File: src/rtl/imem_arbiter.sv
// Shares the single-port instruction BRAM between CPU fetch and the program loader.
// Loader wins by default; fetch gets a forced slot after MAX_LD_STREAK loader wins.
module imem_arbiter #(
  parameter int ADDR_W        = 12,
  parameter int RD_LAT        = 1,
  parameter int MAX_LD_STREAK = 4
) (
  input  logic              sys_clk,
  input  logic              sys_rst_n,
  input  logic              fetch_req,
  input  logic [ADDR_W+1:0] fetch_addr,
  output logic              fetch_gnt,
  output logic              fetch_rvalid,
  output logic [31:0]       fetch_rdata,
  output logic              fetch_rerr,
  input  logic              ld_req,
  input  logic              ld_we,
  input  logic [ADDR_W-1:0] ld_addr,
  input  logic [31:0]       ld_wdata,
  input  logic              ld_lock,
  output logic              ld_gnt,
  output logic              ld_rvalid,
  output logic [31:0]       ld_rdata,
  output logic              cpu_stall,
  output logic              bram_en,
  output logic              bram_we,
  output logic [ADDR_W-1:0] bram_addr,
  output logic [31:0]       bram_din,
  input  logic [31:0]       bram_dout
);

  localparam logic [3:0] STREAK_MAX = 4'(MAX_LD_STREAK);

  logic              rst_done;
  logic [3:0]        streak;
  logic              fetch_force;
  logic [ADDR_W-1:0] addr_q;
  logic [31:0]       din_q;
  logic [RD_LAT-1:0] pipe_v;
  logic [RD_LAT-1:0] pipe_own_f;
  logic [RD_LAT-1:0] pipe_mis;

  always_comb begin
    fetch_force = fetch_req & ~ld_lock & (streak == STREAK_MAX);
    ld_gnt      = rst_done & ld_req & ~fetch_force;
    fetch_gnt   = rst_done & fetch_req & ~ld_lock & (~ld_req | fetch_force);
    cpu_stall   = rst_done & (ld_lock | (fetch_req & ~fetch_gnt));
    bram_en     = fetch_gnt | ld_gnt;
    bram_we     = ld_gnt & ld_we;
    bram_addr   = addr_q;
    if (fetch_gnt)
      bram_addr = fetch_addr[ADDR_W+1:2];
    else if (ld_gnt)
      bram_addr = ld_addr;
    bram_din    = ld_gnt ? ld_wdata : din_q;
  end

  // Return pipeline tags each read with its owner so data can be steered back.
  always_ff @(posedge sys_clk or negedge sys_rst_n) begin
    if (!sys_rst_n) begin
      rst_done   <= 1'b0;
      streak     <= 4'd0;
      addr_q     <= '0;
      din_q      <= '0;
      pipe_v     <= '0;
      pipe_own_f <= '0;
      pipe_mis   <= '0;
    end else begin
      rst_done <= 1'b1;
      if (ld_lock | ~fetch_req | fetch_gnt)
        streak <= 4'd0;
      else if (ld_gnt)
        streak <= streak + 4'd1;
      if (bram_en)
        addr_q <= bram_addr;
      if (ld_gnt)
        din_q <= ld_wdata;
      for (int i = 1; i < RD_LAT; i++) begin
        pipe_v[i]     <= pipe_v[i-1];
        pipe_own_f[i] <= pipe_own_f[i-1];
        pipe_mis[i]   <= pipe_mis[i-1];
      end
      pipe_v[0]     <= fetch_gnt | (ld_gnt & ~ld_we);
      pipe_own_f[0] <= fetch_gnt;
      pipe_mis[0]   <= fetch_gnt & (fetch_addr[1:0] != 2'b00);
    end
  end

  always_comb begin
    fetch_rvalid = pipe_v[RD_LAT-1] & pipe_own_f[RD_LAT-1];
    ld_rvalid    = pipe_v[RD_LAT-1] & ~pipe_own_f[RD_LAT-1];
    fetch_rerr   = pipe_v[RD_LAT-1] & pipe_own_f[RD_LAT-1] & pipe_mis[RD_LAT-1];
    fetch_rdata  = bram_dout;
    ld_rdata     = bram_dout;
  end

endmodule

File: config.mk
export PLATFORM = sky130hd
export DESIGN_NAME = imem_arbiter
export DESIGN_NICKNAME = d
export VERILOG_FILES = /design/src/rtl/imem_arbiter.sv
export SDC_FILE = /design/constraint.sdc
export NUM_CORES = 1
export LEC_CHECK = 0
export CAP_MARGIN = 20
export CORE_ASPECT_RATIO = 1.25
export CORE_MARGIN = 2
export CORE_UTILIZATION = 32
export CTS_CLUSTER_DIAMETER = 150
export DETAILED_ROUTE_END_ITERATION = 6
export PLACE_DENSITY_LB_ADDON = 0.25
export SYNTH_ARGS = -nofsm -noshare
export SYNTH_HDL_FRONTEND = slang
export SYNTH_SLANG_ARGS = --single-unit
File: constraint.sdc
create_clock -name sys_clk -period 2.4 [get_ports sys_clk]
set_input_delay 0.72 -clock sys_clk [delete_from_list [all_inputs] [get_ports sys_clk]]
set_output_delay 0.72 -clock sys_clk [all_outputs]
set_load 0.01 [all_outputs]
After elaboration in Yosys (flattened, before gate mapping). Cells that the tools add are included.

Flip-flop bits (word level): 52. Input port bits: 96. Output and inout bits: 116. Word-level logic and storage cells: 44.

Add/subtract/negate cells: 1. Equality and inequality tests: 1. Mux-type cells: 5. Bitwise operators: 28. Reductions and logical operators: 2.

Operator list (count): $mux W32 (1); $mux W12 (2); $and A1 B1 Y1 (15); $mux W4 (2); $not A1 Y1 (7); $or A1 B1 Y1 (6); $add A4 B1 Y4 const B (1); $eq A4 B3 Y1 const B (1); $reduce_bool A2 Y1 (2).

Logic depth before layout (Yosys ltp).
Depth in word-level cells: 9. Mapped depth: 7. Mapped depth without buffers: 6.

Worst setup path before layout. Ideal clock, no wire load.

Path type: input -> output. Start: in ld_lock. End: out bram_din[23]. Arrival time: 1.746 ns. Data required time: 1.680 ns. Slack: -0.066 ns. Stages on the path: 5. Buffers on the path: 2. Cell sequence: nand2b_1 buf_2 o21bai_4 buf_6 mux2_1.

Longest elaborated chain between the ends: 6.

Ends and longest elaborated chain: start, declared (line 20) `input logic ld_lock,`; $not A1 Y1 (line 44) `fetch_force = fetch_req & ~ld_lock & (streak == STREAK_MAX);`; $and A1 B1 Y1 (2 in a row) (line 44); $not A1 Y1 (line 45) `ld_gnt = rst_done & ld_req & ~fetch_force;`; $and A1 B1 Y1 (line 45); $mux W32; end, declared (line 28) `output logic [31:0] bram_din,`.

Every way passes these cells.

Final worst setup path.
Start: reg streak[1]. End: out bram_din[10].

Longest elaborated chain between the ends: 5.

Ends and longest elaborated chain: start, declared (line 35) `logic [3:0] streak;`; start signal, assigned (line 73) `streak <= streak + 4'd1;`; $eq A4 B3 Y1 (line 44); $and A1 B1 Y1 (line 44); $not A1 Y1 (line 45); $and A1 B1 Y1 (line 45); $mux W32.

Every way passes these cells.

==> qor.yml <==
grt:
  track_usage_pct: 15.7
  grt_max_degree: 49
  grt-ovfl-total: 0
  grt_pass1_wl_um: 12900
  grt_pass1_vias: 2536
  antenna_found_initial: 0
worst_setup_path:
  worst_r2r_path_depth: 10
  reg2reg_to: "din_q[19]"
  crit_path_max_incr_delay_ps: 400
  slowest_stage: "dfrtp_1"
  reg2reg_slack_ps: 430
  worstSetupPathType: "register to output port"
  worstPathCellList: "inv_2, ha_4, nand3b_4, o21bai_4, buf_6, buf_6, buf_12, mux2_4, buf_6"
  end_kind: "output port"
  r2r-start: "streak[1]"
  required_ps: 1680
  path_common_cell: "buf_6"
  path_buf_inv: 5
  crit_arrival_ps: 2020
  cp-start-kind: "register"
  critPathTopFamily: "buffers and inverters"
  cp_max_fo: 6
timing:
  worst_hold_slack_ps: 247
  fin_ws_ps: -341
  grt_setup_unrepaired: "yes"
  finClkSkew_ps: 6.90
  timing.fmax_mhz: 365
  hold_viol: 0
  setup_tns_ps: -13020
  finalCritPeriodShare_pct: 114
  drv_slew: 0
  period_needed_ps: 2740
  setup-violations-final: 46
placement:
  portBuffers: 115
  gp_congestion: 0.696
  dp_cells: 467
  place_ws_ps: -975
  dp_hpwl_um: 5360
cts:
  clock_path_buffers: 2
  cts_tree: "done"
  clk_latency_ps: 290
  numCtsBuffers: 5
  clock_sinks: 52
  htree_levels: 2
  postCtsHoldBufs: 0
  path_clk_slew_ps: 60
  cts-root-buf: "clkbuf_16"
floorplan:
  num_rows: 39
  die_w_um: 90.6
  start_util_pct: 32.9
  die_y_um: 112
  die-area_um2: 10200
  pin_count: 212
  coreArea_um2: 9130
drt:
  totalWireLength_um: 7980
  dr_total_vias: 2342
  wl_per_cell_um: 16.0
  viasPerCell: 4.71
  drt-pass1-iter-count: 4
  drc_errors: 0
  drtIter0Drc: 80
  drtAntennaViolNets: 0
yosys:
  synth.avg_cell_area_um2: 11.2
  synth.distinct_cells: 33
  synth_area_um2: 3000
  synth_fp_nets: 366
  synthCells: 268
  synth-seq-cells: 52
  ys.warnings.count: 0
  synth-seq-area-share_pct: 43.4
run:
  drv_cap: 0
final_layout:
  final_util_pct: 50.9
  fin_cells: 497
  antenna_cells: 0
  nNetsFinal: 472
  syn2layout_area_growth_pct: 54.8
  num-fill-cells: 837
  drive_above_1_share_pct: 50.0
pwr:
  powerDensity_nw_per_um2: 568
  ir_drop_v: 0.000258
  p_leak_nw: 2.14
hold_path:
  min_path_type: "primary input to asynchronous set/reset pin"
run_status:
  violations: "setup timing"
  outcome: "complete, but fails checks"
[repair_timing]
item,4_1_cts,5_1_grt
hold endpoints to repair,0,0
endpoints found under the setup margin,49,48
gates resized for setup,204,7
pin swaps,1,2
cloned,4,0
setup buffers,20,4
[state kept, by name (all words and copies together), names as in the netlist]
name / cells
addr_q: 12
din_q: 32
pipe_mis: 1
pipe_own_f: 1
pipe_v: 1
rst_done: 1
streak: 4
[per-stage QoR]
step                      instance area (µm²)  total power [mW]
after detailed placement                 4190              1.89
after floorplan                          3120              1.54
after global routing                     4640              2.78
after global placement                   4190              1.88
after CTS                                4700              2.67
final                                    4640              2.64
[how the worst max path moves through the flow]
stage,start,end,slack (ps),cells past startpoint
after global placement,fetch_req,bram_din[29],-930,6
final,streak[1],bram_din[10],-340,9
after CTS,streak[0],bram_din[13],-430,10
after detailed placement,fetch_req,bram_din[29],-970,6
after global routing,streak[1],bram_addr[9],-410,8
after floorplan,ld_lock,bram_din[23],-50,5
[cells in the mapped netlist]
library cell	instances	area share, %
buf_1	1	0.13
mux2_2	26	9.8
nand3_1	2	0.33
mux2_1	7	2.6
a21boi_0	1	0.25
o21bai_4	1	0.63
ha_1	2	0.83
nor2b_1	4	0.83
nor3_1	1	0.17
and3_1	1	0.21
nand3_4	1	0.58
and2b_1	1	0.25
o21ai_0	2	0.33
clkbuf_1	1	0.13
conb_1	1	0.13
nor3b_1	1	0.25
o221a_2	24	9.0
nand2_2	2	0.42
nor2_1	16	2.0
buf_2	7	1.2
o22ai_1	13	2.7
nand3b_4	1	0.67
nand2b_1	2	0.42
o21a_1	1	0.25
inv_1	5	0.63
and2_1	2	0.42
and3b_1	1	0.29
nand2_1	3	0.38
buf_6	4	1.5
a31oi_1	2	0.42
a21oi_1	14	2.3
dfrtp_1	52	43
buf_4	66	17
[kinds of logic after synthesis]
group | Yosys count | synth area share [%]
muxes | 33 | 12.4
buffers and inverters | 84 | 20.1
adders and majority gates | 2 | 0.835
AOI/OAI and AO/OA | 58 | 15.9
DFF | 52 | 43.4
and+or+nand+nor | 38 | 7.22
other | 1 | 0.125
[where the power goes]
group          total [mW]  switching [mW]  internal [mW]
combinational       0.914           0.345          0.569
sequential           1.03          0.0430          0.992
clock               0.686           0.307          0.379
total                2.64           0.695           1.94
[layout make-up]
class / instances / area (µm²) / share of cell area (%)
Multi-Input combinational cell: 132 / 1290 / 27.8
Timing Repair Buffer: 178 / 1740 / 37.5
Clock inverter: 2 / 12.5 / 0.270
Clock buffer: 5 / 125 / 2.70
Inverter: 5 / 18.8 / 0.404
Sequential cell: 52 / 1300 / 28.0
Tap cell: 123 / 154 / 3.32
[placed cells by master (no fill, tap or decap), types with 2 or more instances in the layout]
| cell | synthesis | routed |
|---|---|---|
| a21oi_1 | 14 | 2 |
| a21oi_2 | 0 | 12 |
| a31oi_1 | 2 | 2 |
| and2_1 | 2 | 2 |
| buf_12 | 0 | 5 |
| buf_2 | 7 | 7 |
| buf_4 | 66 | 48 |
| buf_6 | 4 | 29 |
| clkbuf_16 | 0 | 5 |
| clkdlybuf4s15_1 | 0 | 2 |
| clkdlybuf4s15_2 | 0 | 6 |
| clkdlybuf4s50_1 | 0 | 62 |
| dfrtp_1 | 52 | 52 |
| dlygate4sd2_1 | 0 | 15 |
| inv_1 | 5 | 2 |
| inv_2 | 0 | 3 |
| mux2_2 | 26 | 2 |
| mux2_4 | 0 | 31 |
| nand2_1 | 3 | 3 |
| nand2_2 | 2 | 2 |
| nand3_1 | 2 | 2 |
| nor2_1 | 16 | 15 |
| nor2b_1 | 4 | 4 |
| o21ai_0 | 2 | 2 |
| o221a_2 | 24 | 23 |
| o22ai_1 | 13 | 13 |
[worst reg2reg max path: cells and delay by family, from the launching register on]
family | cells | cell delay, ps
fa+ha+maj | 1 | 150
flops | 1 | 400
compound gates | 1 | 170
buf+inv | 6 | 720
mux | 1 | 310
simple gates | 1 | 120
[routing by layer]
layer / track usage [%] / share of wire, % / vias up
met3: 3.49 / 5.8 / 18
met4: 4.82 / 1.5 / 0
li1: - / - / 1096
met5: 0 / 0 / -
met2: 29.2 / 52 / 91
met1: 17.9 / 41 / 1137
Note: power is estimated with default switching activity, not from simulation.
